==> config.mk <==
export PLATFORM = sky130hd
export DESIGN_NAME = accel_spi_responder
export DESIGN_NICKNAME = d
export VERILOG_FILES = /design/src/rtl/accel_regs_pkg.sv /design/src/rtl/spi_pin_sync.sv /design/src/rtl/accel_spi_responder.sv
export SDC_FILE = /design/constraint.sdc
export NUM_CORES = 1
export LEC_CHECK = 0
export CAP_MARGIN = 10
export CORE_UTILIZATION = 58
export DETAILED_ROUTE_END_ITERATION = 8
export HOLD_SLACK_MARGIN = 0.15
export PLACE_DENSITY = 0.81
export SLEW_MARGIN = 20
export SYNTH_ARGS = -nofsm -noshare
export SYNTH_HDL_FRONTEND = slang
export SYNTH_SLANG_ARGS = --single-unit
==> constraint.sdc <==
create_clock -name clk_i -period 3.08 [get_ports clk_i]
set_input_delay 0.462 -clock clk_i [delete_from_list [all_inputs] [get_ports clk_i]]
set_output_delay 0.462 -clock clk_i [all_outputs]
set_load 0.005 [all_outputs]
==> src/rtl/accel_regs_pkg.sv <==
// Register map, reset values and FSM encoding shared by the accelerometer SPI responder.
package accel_regs_pkg;

  localparam logic [5:0] ADDR_DEVID       = 6'h00;
  localparam logic [5:0] ADDR_BW_RATE     = 6'h2C;
  localparam logic [5:0] ADDR_POWER_CTL   = 6'h2D;
  localparam logic [5:0] ADDR_DATA_FORMAT = 6'h31;
  localparam logic [5:0] ADDR_DATAX0      = 6'h32;
  localparam logic [5:0] ADDR_DATAX1      = 6'h33;
  localparam logic [5:0] ADDR_DATAY0      = 6'h34;
  localparam logic [5:0] ADDR_DATAY1      = 6'h35;
  localparam logic [5:0] ADDR_DATAZ0      = 6'h36;
  localparam logic [5:0] ADDR_DATAZ1      = 6'h37;

  localparam logic [7:0] RST_BW_RATE     = 8'h0A;
  localparam logic [7:0] RST_POWER_CTL   = 8'h00;
  localparam logic [7:0] RST_DATA_FORMAT = 8'h00;

  typedef enum logic [1:0] {
    StIdle,
    StCmd,
    StData
  } state_e;

endpackage

==> src/rtl/spi_pin_sync.sv <==
// Multi-flop synchronizer for a slow SPI pin with registered-edge rise/fall pulses.
module spi_pin_sync #(
  parameter int unsigned Stages   = 2,
  parameter logic        ResetVal = 1'b1
) (
  input  logic clk_i,
  input  logic rst_ni,
  input  logic d_i,
  output logic q_o,
  output logic rise_o,
  output logic fall_o
);

  logic [Stages-1:0] sync_q;
  logic              prev_q;

  always_ff @(posedge clk_i or negedge rst_ni) begin
    if (!rst_ni) begin
      sync_q <= {Stages{ResetVal}};
      prev_q <= ResetVal;
    end else begin
      sync_q <= (sync_q << 1) | Stages'(d_i);
      prev_q <= sync_q[Stages-1];
    end
  end

  assign q_o    = sync_q[Stages-1];
  assign rise_o = q_o & ~prev_q;
  assign fall_o = ~q_o & prev_q;

endmodule

==> src/rtl/accel_spi_responder.sv <==
// Mode-3 SPI responder emulating the accelerometer: command decode, small register file and
// coherent axis-sample readout, with all SPI pins oversampled in the clk_i domain.
module accel_spi_responder
  import accel_regs_pkg::*;
#(
  parameter logic [7:0]  DevId      = 8'hE5,
  parameter int unsigned SyncStages = 2
) (
  input  logic        clk_i,
  input  logic        rst_ni,
  input  logic        sclk_i,
  input  logic        cs_n_i,
  input  logic        mosi_i,
  output logic        miso_o,
  output logic        miso_oe_o,
  input  logic [15:0] sample_x_i,
  input  logic [15:0] sample_y_i,
  input  logic [15:0] sample_z_i,
  input  logic        sample_valid_i,
  output logic [7:0]  power_ctl_o,
  output logic [7:0]  data_format_o,
  output logic [7:0]  bw_rate_o,
  output logic        measure_o,
  output logic        wr_strobe_o,
  output logic [5:0]  wr_addr_o
);

  logic sclk_sync, sclk_rise, sclk_fall;
  logic cs_sync, cs_rise, cs_fall;
  logic [SyncStages-1:0] mosi_q;
  logic mosi_sync;

  spi_pin_sync #(
    .Stages  (SyncStages),
    .ResetVal(1'b1)
  ) u_sclk_sync (
    .clk_i (clk_i),
    .rst_ni(rst_ni),
    .d_i   (sclk_i),
    .q_o   (sclk_sync),
    .rise_o(sclk_rise),
    .fall_o(sclk_fall)
  );

  // Reset low: a frame already in progress at reset release never shows a falling edge.
  spi_pin_sync #(
    .Stages  (SyncStages),
    .ResetVal(1'b0)
  ) u_cs_sync (
    .clk_i (clk_i),
    .rst_ni(rst_ni),
    .d_i   (cs_n_i),
    .q_o   (cs_sync),
    .rise_o(cs_rise),
    .fall_o(cs_fall)
  );

  always_ff @(posedge clk_i or negedge rst_ni) begin
    if (!rst_ni) begin
      mosi_q <= '0;
    end else begin
      mosi_q <= (mosi_q << 1) | SyncStages'(mosi_i);
    end
  end
  assign mosi_sync = mosi_q[SyncStages-1];

  state_e      state_q, state_d;
  logic [2:0]  bit_cnt_q, bit_cnt_d;
  logic [6:0]  rx_q, rx_d;
  logic [7:0]  tx_q, tx_d;
  logic        miso_q, miso_d;
  logic [5:0]  addr_q, addr_d;
  logic        rw_q, rw_d;
  logic        mb_q, mb_d;
  logic        commit;
  logic [7:0]  rx_byte;
  logic [5:0]  next_addr;

  logic [7:0]  power_ctl_q, data_format_q, bw_rate_q;
  logic        wr_strobe_q;
  logic [5:0]  wr_addr_q;
  logic [15:0] shadow_x_q, shadow_y_q, shadow_z_q;
  logic [15:0] pend_x_q, pend_y_q, pend_z_q;
  logic        pending_q;
  logic        armed_q;

  assign rx_byte   = {rx_q, mosi_sync};
  assign next_addr = mb_q ? addr_q + 6'd1 : addr_q;

  function automatic logic [7:0] reg_read(input logic [5:0] addr);
    case (addr)
      ADDR_DEVID:       reg_read = DevId;
      ADDR_BW_RATE:     reg_read = bw_rate_q;
      ADDR_POWER_CTL:   reg_read = power_ctl_q;
      ADDR_DATA_FORMAT: reg_read = data_format_q;
      ADDR_DATAX0:      reg_read = shadow_x_q[7:0];
      ADDR_DATAX1:      reg_read = shadow_x_q[15:8];
      ADDR_DATAY0:      reg_read = shadow_y_q[7:0];
      ADDR_DATAY1:      reg_read = shadow_y_q[15:8];
      ADDR_DATAZ0:      reg_read = shadow_z_q[7:0];
      ADDR_DATAZ1:      reg_read = shadow_z_q[15:8];
      default:          reg_read = 8'h00;
    endcase
  endfunction

  always_comb begin
    state_d   = state_q;
    bit_cnt_d = bit_cnt_q;
    rx_d      = rx_q;
    tx_d      = tx_q;
    miso_d    = miso_q;
    addr_d    = addr_q;
    rw_d      = rw_q;
    mb_d      = mb_q;
    commit    = 1'b0;
    if (cs_rise) begin
      // Any deselect ends the frame; a partial byte is simply dropped.
      state_d   = StIdle;
      bit_cnt_d = 3'd0;
      miso_d    = 1'b0;
    end else begin
      unique case (state_q)
        StIdle: begin
          if (cs_fall && sclk_sync) begin
            state_d   = StCmd;
            bit_cnt_d = 3'd0;
            tx_d      = 8'h00;
            miso_d    = 1'b0;
          end
        end
        StCmd: begin
          if (sclk_rise) begin
            rx_d      = rx_byte[6:0];
            bit_cnt_d = bit_cnt_q + 3'd1;
            if (bit_cnt_q == 3'd7) begin
              rw_d    = rx_byte[7];
              mb_d    = rx_byte[6];
              addr_d  = rx_byte[5:0];
              tx_d    = rx_byte[7] ? reg_read(rx_byte[5:0]) : 8'h00;
              state_d = StData;
            end
          end
        end
        StData: begin
          if (sclk_rise) begin
            rx_d      = rx_byte[6:0];
            bit_cnt_d = bit_cnt_q + 3'd1;
            if (bit_cnt_q == 3'd7) begin
              commit = ~rw_q;
              addr_d = next_addr;
              tx_d   = rw_q ? reg_read(next_addr) : 8'h00;
            end
          end else if (sclk_fall) begin
            miso_d = tx_q[7];
            tx_d   = {tx_q[6:0], 1'b0};
          end
        end
        default: state_d = StIdle;
      endcase
    end
  end

  always_ff @(posedge clk_i or negedge rst_ni) begin
    if (!rst_ni) begin
      state_q   <= StIdle;
      bit_cnt_q <= 3'd0;
      rx_q      <= 7'd0;
      tx_q      <= 8'h00;
      miso_q    <= 1'b0;
      addr_q    <= 6'd0;
      rw_q      <= 1'b0;
      mb_q      <= 1'b0;
      armed_q   <= 1'b0;
    end else begin
      state_q   <= state_d;
      bit_cnt_q <= bit_cnt_d;
      rx_q      <= rx_d;
      tx_q      <= tx_d;
      miso_q    <= miso_d;
      addr_q    <= addr_d;
      rw_q      <= rw_d;
      mb_q      <= mb_d;
      armed_q   <= armed_q | cs_sync;
    end
  end

  always_ff @(posedge clk_i or negedge rst_ni) begin
    if (!rst_ni) begin
      power_ctl_q   <= RST_POWER_CTL;
      data_format_q <= RST_DATA_FORMAT;
      bw_rate_q     <= RST_BW_RATE;
      wr_strobe_q   <= 1'b0;
      wr_addr_q     <= 6'd0;
    end else begin
      wr_strobe_q <= commit;
      if (commit) begin
        wr_addr_q <= addr_q;
        case (addr_q)
          ADDR_BW_RATE:     bw_rate_q     <= rx_byte;
          ADDR_POWER_CTL:   power_ctl_q   <= rx_byte;
          ADDR_DATA_FORMAT: data_format_q <= rx_byte;
          default: ;
        endcase
      end
    end
  end

  // Samples arriving mid-frame are parked so a multi-byte read sees one coherent triple.
  always_ff @(posedge clk_i or negedge rst_ni) begin
    if (!rst_ni) begin
      shadow_x_q <= '0;
      shadow_y_q <= '0;
      shadow_z_q <= '0;
      pend_x_q   <= '0;
      pend_y_q   <= '0;
      pend_z_q   <= '0;
      pending_q  <= 1'b0;
    end else if (sample_valid_i) begin
      if (state_q != StIdle && !cs_rise) begin
        pend_x_q  <= sample_x_i;
        pend_y_q  <= sample_y_i;
        pend_z_q  <= sample_z_i;
        pending_q <= 1'b1;
      end else begin
        shadow_x_q <= sample_x_i;
        shadow_y_q <= sample_y_i;
        shadow_z_q <= sample_z_i;
        pending_q  <= 1'b0;
      end
    end else if (pending_q && (cs_rise || state_q == StIdle)) begin
      shadow_x_q <= pend_x_q;
      shadow_y_q <= pend_y_q;
      shadow_z_q <= pend_z_q;
      pending_q  <= 1'b0;
    end
  end

  assign miso_o        = miso_q;
  assign miso_oe_o     = armed_q & ~cs_sync;
  assign power_ctl_o   = power_ctl_q;
  assign data_format_o = data_format_q;
  assign bw_rate_o     = bw_rate_q;
  assign measure_o     = power_ctl_q[3];
  assign wr_strobe_o   = wr_strobe_q;
  assign wr_addr_o     = wr_addr_q;

endmodule
======== Word-level counts from Yosys, hierarchy flattened ========
Index checks and enable logic that the tools add are counted.
storage, ports and cells
  logic and storage cells ................. 156
  output and inout port bits .............. 34
  bits of input ports ..................... 54
  register bits after elaboration ......... 166
operators by class
  bitwise gates (word level) .............. 15
  multiplexer cells ....................... 47
  reductions and logical operators ........ 27
  equal/unequal tests ..................... 39
  add/subtract/negate cells ............... 2
operators with widths
  kind                                                            count
  8-bit case mux with 10 select lines                             2
  16-bit two-way mux                                              9
  6-bit == test (second input constant)                           21
  8-bit two-way mux                                               8
  6-bit two-way mux                                               5
  8-bit case mux with 3 select lines                              1
  3-bit != test (second input constant)                           7
  2-bit != test (second input constant)                           7
  6-bit logical NOT                                               2
  6-bit case mux with 2 select lines                              1
  4-bit AND reduction                                             3
  1-bit two-way mux                                               11
  2-bit AND reduction                                             5
  3-bit two-way mux                                               3
  3-bit nonzero test                                              3
  2-bit two-way mux                                               4
  7-bit AND reduction                                             1
  6-bit by 1-bit adder with 6-bit output (second input constant)  1
  1-bit NOT                                                       6
  2-bit by 1-bit OR with 2-bit output                             3
  2-bit case mux with 3 select lines                              1
  3-bit case mux with 2 select lines                              1
  3-bit AND reduction                                             2
  6-bit AND reduction                                             1
  other kinds (14)                                                22

======== Logic depth before layout (Yosys ltp) ========
  depth in word-level cells ............... 8
  gate-level depth with buffers ........... 10
  depth with buffers taken out ............ 8

======== By module ========
From an unflattened synthesis, not the netlist that was laid out.
second synthesis, totals
  cells, all modules ...................... 804
  area, all modules ....................... 8,957.3 sq um
by module, submodules not included
  module                      area each (sq um)  cells an instance  instances
  accel_spi_responder         8,773.4            794                1
  spi_pin_sync (u_sclk_sync)  93.8               5                  1
  spi_pin_sync (u_cs_sync)    90.1               5                  1

======== Least setup slack after synthesis ========
Ideal clock, no wire load.
  path type ............................... reg2reg
  start ................................... register addr_q[0]
  end ..................................... register tx_q[0]
  path slack .............................. 531 ps
  required time ........................... 2,977 ps
  cell stages (with the launch flop) ...... 10
  arrival time ............................ 2,445 ps
  cells stage by stage .................... dfrtp_1 > buf_2 > inv_1 > ha_1 > a2111o_1 > a222oi_1 > or2_1 > buf_4 > o21ai_2 > o41ai_2
on the way
  word-level cells in the longest chain between the ends .. 8
  elaborated cells between the ends (all ways) .. 17
  those cells by class .................... 1 x add/sub; 9 x eq/ne; 6 x mux; 1 x reduce/logical
ends and longest elaborated chain
  what                                                       RTL line                    text
  start, declared                                            accel_spi_responder.sv:72   logic [5:0] addr_q, addr_d;
  start signal, assigned                                     accel_spi_responder.sv:180  addr_q <= addr_d;
  6-bit by 1-bit adder with 6-bit output                     accel_spi_responder.sv:88   assign next_addr = mb_q ? addr_q + 6'd1 : addr_q;
  6-bit two-way mux (*)                                      accel_spi_responder.sv:88
  6-bit == test / 6-bit logical NOT (equally long branches)  accel_spi_responder.sv:91   case (addr)
  8-bit case mux with 10 select lines (*)                    accel_spi_responder.sv:91
  8-bit two-way mux (*)                                      accel_spi_responder.sv:151  tx_d = rw_q ? reg_read(next_addr) : 8'h00;
  8-bit two-way mux (*)                                      accel_spi_responder.sv:148  if (bit_cnt_q == 3'd7) begin
  8-bit two-way mux (*)                                      accel_spi_responder.sv:145  if (sclk_rise) begin
  8-bit case mux with 3 select lines (*)                     accel_spi_responder.sv:122  unique case (state_q)
  end signal, assigned                                       accel_spi_responder.sv:178  tx_q <= tx_d;
  end, declared                                              accel_spi_responder.sv:70   logic [7:0] tx_q, tx_d;
Mark *: on every way between the ends. The rest lies on a longest branch, timed or not. The select of a mux whose other input is x is not followed.
A chain may end at the register's enable or synchronous reset.

======== Final worst setup path ========
Same ends and word-level chain as after synthesis.

==> results by group <==
Outcome
  – Status: finished, final reports clean

Critical path
  – Critical Path Start Type: flop
  – Crit Path Class: reg2reg
  – CP max stage cell: dfrtp_1
  – Crit path cell chain: inv_1 > ha_1 > nor3b_1 > or2_2 > a22o_1 > o21ai_0 > and4_1 > o41ai_2
  – Reg2Reg Launch Point: addr_q[0]$_DFFE_PN0P_
  – Required time of the critical path: 3410 ps
  – CP arrival: around 3100 ps
  – Crit path max fanout: 13
  – CP max stage delay: 540 ps
  – Crit path capture type: flop
  – Worst setup startpoint: addr_q[0]$_DFFE_PN0P_

Route
  – Avg Vias per Cell: ~6.4
  – DR WL met2: between 10000 and 15000 um
  – DRT Wirelength: 24300 um
  – Routed WL per cell: 22.4 um
  – DRT iter0 DRCs: 701
  – # DRC: 0
  – Pre-Repair DR Iteration Count: 6
  – WL met3: 1310 um
  – Top sig layer: met4
  – Detail Route Antenna Nets: 0
  – Met1 wire length: 10700 um
  – Vias: 6947

Logic synthesis
  – Post-synth top area cell: dfrtp_1
  – Asr flop ratio synth: 100%
  – Sequential-to-total area share from yosys stat: 47.7%
  – Synth warn: 0
  – Cell area after synthesis: just under 0.009 mm2
  – Number of synthesized flops with an enable pin: 0
  – Top_reg_cell synth: dfrtp_1
  – Ranking of synthesized cells by area: dfrtp_1 46%, mux2_2 13%, mux2i_1 6.7%, o21ai_0 4.4%, nand2_1 3.7%
  – Net count of the mapped netlist: 873
  – Cells after synthesis: 808
  – Post-synthesis register bit count: 166
  – Post-synthesis area per instance: 10.8 um2
  – Synth cell types: 62
  – Most frequent cells after synthesis: 161 x dfrtp_1, 99 x mux2_2, 87 x nand2_1
  – Synth top area share: 46.2%
  – Dominant cell by count in the synthesized netlist: dfrtp_1

Layout
  – Non-filler cells, final: 1084
  – Layout cell share with drive strength beyond 1: 20.9%
  – Final-stage net count: 953
  – Fillcell total: 1008
  – Number of inserted diodes: 0
  – Layout area overhead: 20.1%
  – Area of the multi-input gates: about 0.0043 mm2
  – FF+latch area: 0.00416 mm2
  – Final core utilization: a little under three quarters

STA
  – Setup Skew: 6.37 ps
  – Fin crit share: 88.9%
  – Final WS setup: roughly 340 ps
  – Relative slew margins: 42.1%
  – Final hold violation count: 0
  – Final hold slack: roughly 350 ps
  – Worst Max-Slew Pin Slew: around 870 ps
  – Final worst path period need: about 2700 ps
  – Setup_tns: 0 ps
  – F_max: 365 MHz
  – # setup viols final: 0
  – RSZ-0062 raised after global routing: no
  – Max Slew Vio Count: 0

Power
  – Power Density: between 700 and 800 mW/mm2
  – Worst vdd ir: 0.718 mV
  – Leak Pwr: around 4.5 nW

Global routing
  – First-pass GRT wire length: between 30000 and 40000 um
  – All-Layer GR Usage: 32.7%
  – Initial antenna violation count: 0
  – Vias in the first global route: 6887
  – Largest net degree at the start of global routing: 97
  – Overflow after GRT: 0

Run
  – Max Cap Violations: 0

Place
  – Post-DP HPWL: 17300 um
  – RePlAce Congestion: 0.931
  – Port Buffers: 87
  – Dpl ws: 379 ps
  – Cell count after placement: 1052

Worst hold path
  – HP Class: reg2reg
  – Hold_sp: u_cs_sync.sync_q[0]$_DFF_PN0_

Floorplanning
  – Die width: ~120 um
  – FP Rows: 44
  – Core ar.: about 0.015 mm2
  – Ports: 88
  – Die Ht: 125 um
  – Starting Density: roughly 60%
  – Die area: 0.0155 mm2

Clock tree
  – Max clock buf depth: 2
  – Clk sink count: 166
  – Worst-skew pair later-pin latency: between 400 and 500 ps
  – Clk slew on worst S/H paths: 60 ps
  – CTS Root Cell: clkbuf_16
  – Number of clock buffers inserted by TritonCTS: 17
  – CTS tree: done
  – H-tree depth: 4
==> worst max-delay path, delay by kind of cell, from the launching register on <==
kind / cells / cell delay, ps
buf+inv: 1 / 130
simple gates: 3 / 1110
flops: 1 / 540
compound gates: 3 / 490
fa+ha+maj: 1 / 360
==> worst paths after layout <==
kind                                                  to  slack (ps)  cells past startpoint
setup / recovery                     tx_q[0]$_DFFE_PN0P_         340                      8
hold / removal             u_cs_sync.sync_q[1]$_DFF_PN0_         350                      0
setup reg to reg                     tx_q[0]$_DFFE_PN0P_         340                      8
hold reg to reg            u_cs_sync.sync_q[1]$_DFF_PN0_         350                      0
max in group asynchronous       bw_rate_o[3]$_DFFE_PN1P_        1750                      3
min in group asynchronous         state_q[0]$_DFFE_PN0P_         620                      2
==> cells by family (layout without fill, tap and decap cells) <==
group / count (synthesis) / after routing / share of synthesized area, %
compound gates: 200 / 200 / 15.2
simple gates: 194 / 194 / 11.1
flops: 166 / 166 / 47.7
mux: 163 / 163 / 21.0
buf+inv: 72 / 164 / 3.28
fa+ha+maj: 11 / 11 / 1.58
xor+xnor: 2 / 2 / 0.201
==> final cells by class <==
type / instances / area share, %
Tap cell: 184 / 2.20
Sequential cell: 166 / 39.7
Clock buffer: 17 / 4.06
Clock inverter: 14 / 1.35
Timing Repair Buffer: 121 / 11.2
Multi-Input combinational cell: 570 / 41.1
Inverter: 12 / 0.430
==> routing by layer <==
| layer | vias up | track usage (%) |
|---|---|---|
| met5 | - | 0 |
| met4 | 0 | 10.6 |
| met3 | 43 | 4.77 |
| met2 | 270 | 53.3 |
| met1 | 3502 | 44.9 |
| li1 | 3132 | - |
==> repair_timing <==
item / CTS / global route
setup endpoints to repair: 0 / 0
setup buffers: 0 / 0
hold buffers: 1 / 0
gates resized for setup: 0 / 0
hold endpoints to repair: 49 / 0
==> through the flow <==
stage	total power, W	area (um2)
after global routing	0.00827	10500
after CTS	0.00788	10500
after floorplan	0.00493	8730
final	0.00787	10500
after detailed placement	0.00580	9900
after global placement	0.00566	9900
==> registers in the layout, summed over array words and instances (netlist names), 3 cells and up <==
name           cells
addr_q             6
power_ctl_o        8
bit_cnt_q          3
rx_q               7
shadow_y_q        16
shadow_z_q        16
data_format_o      8
tx_q               8
wr_addr_o          6
shadow_x_q        16
pend_x_q          16
bw_rate_o          8
pend_y_q          16
pend_z_q          16
==> cells in the final DEF (no fill, tap or decap), types with 6 or more instances in the layout <==
cell,synthesis,routed
mux4_2,6,6
ha_1,11,11
nand4_1,8,8
a21oi_1,28,28
a32oi_1,7,7
inv_1,12,12
buf_4,2,29
clkdlybuf4s50_1,0,85
clkbuf_16,0,17
a22o_1,22,22
a22oi_1,8,8
nand2_1,87,87
o211ai_1,11,11
nor2b_1,10,10
a221oi_1,6,6
o21ai_0,77,77
mux2i_1,58,58
dfrtp_1,161,161
nor2_1,17,17
mux2_2,99,99
nand3_1,26,26
and3_1,8,8
==> power breakdown <==
| group | total (W) | leakage, nW | switching (W) | internal (W) |
|---|---|---|---|---|
| clock | 0.00205 | 0.271 | 0.000922 | 0.00113 |
| sequential | 0.00358 | 2.09 | 0.000675 | 0.00290 |
| combinational | 0.00225 | 2.15 | 0.00113 | 0.00112 |
| total | 0.00787 | 4.51 | 0.00273 | 0.00515 |
Note: power is estimated with default switching activity, not from simulation.
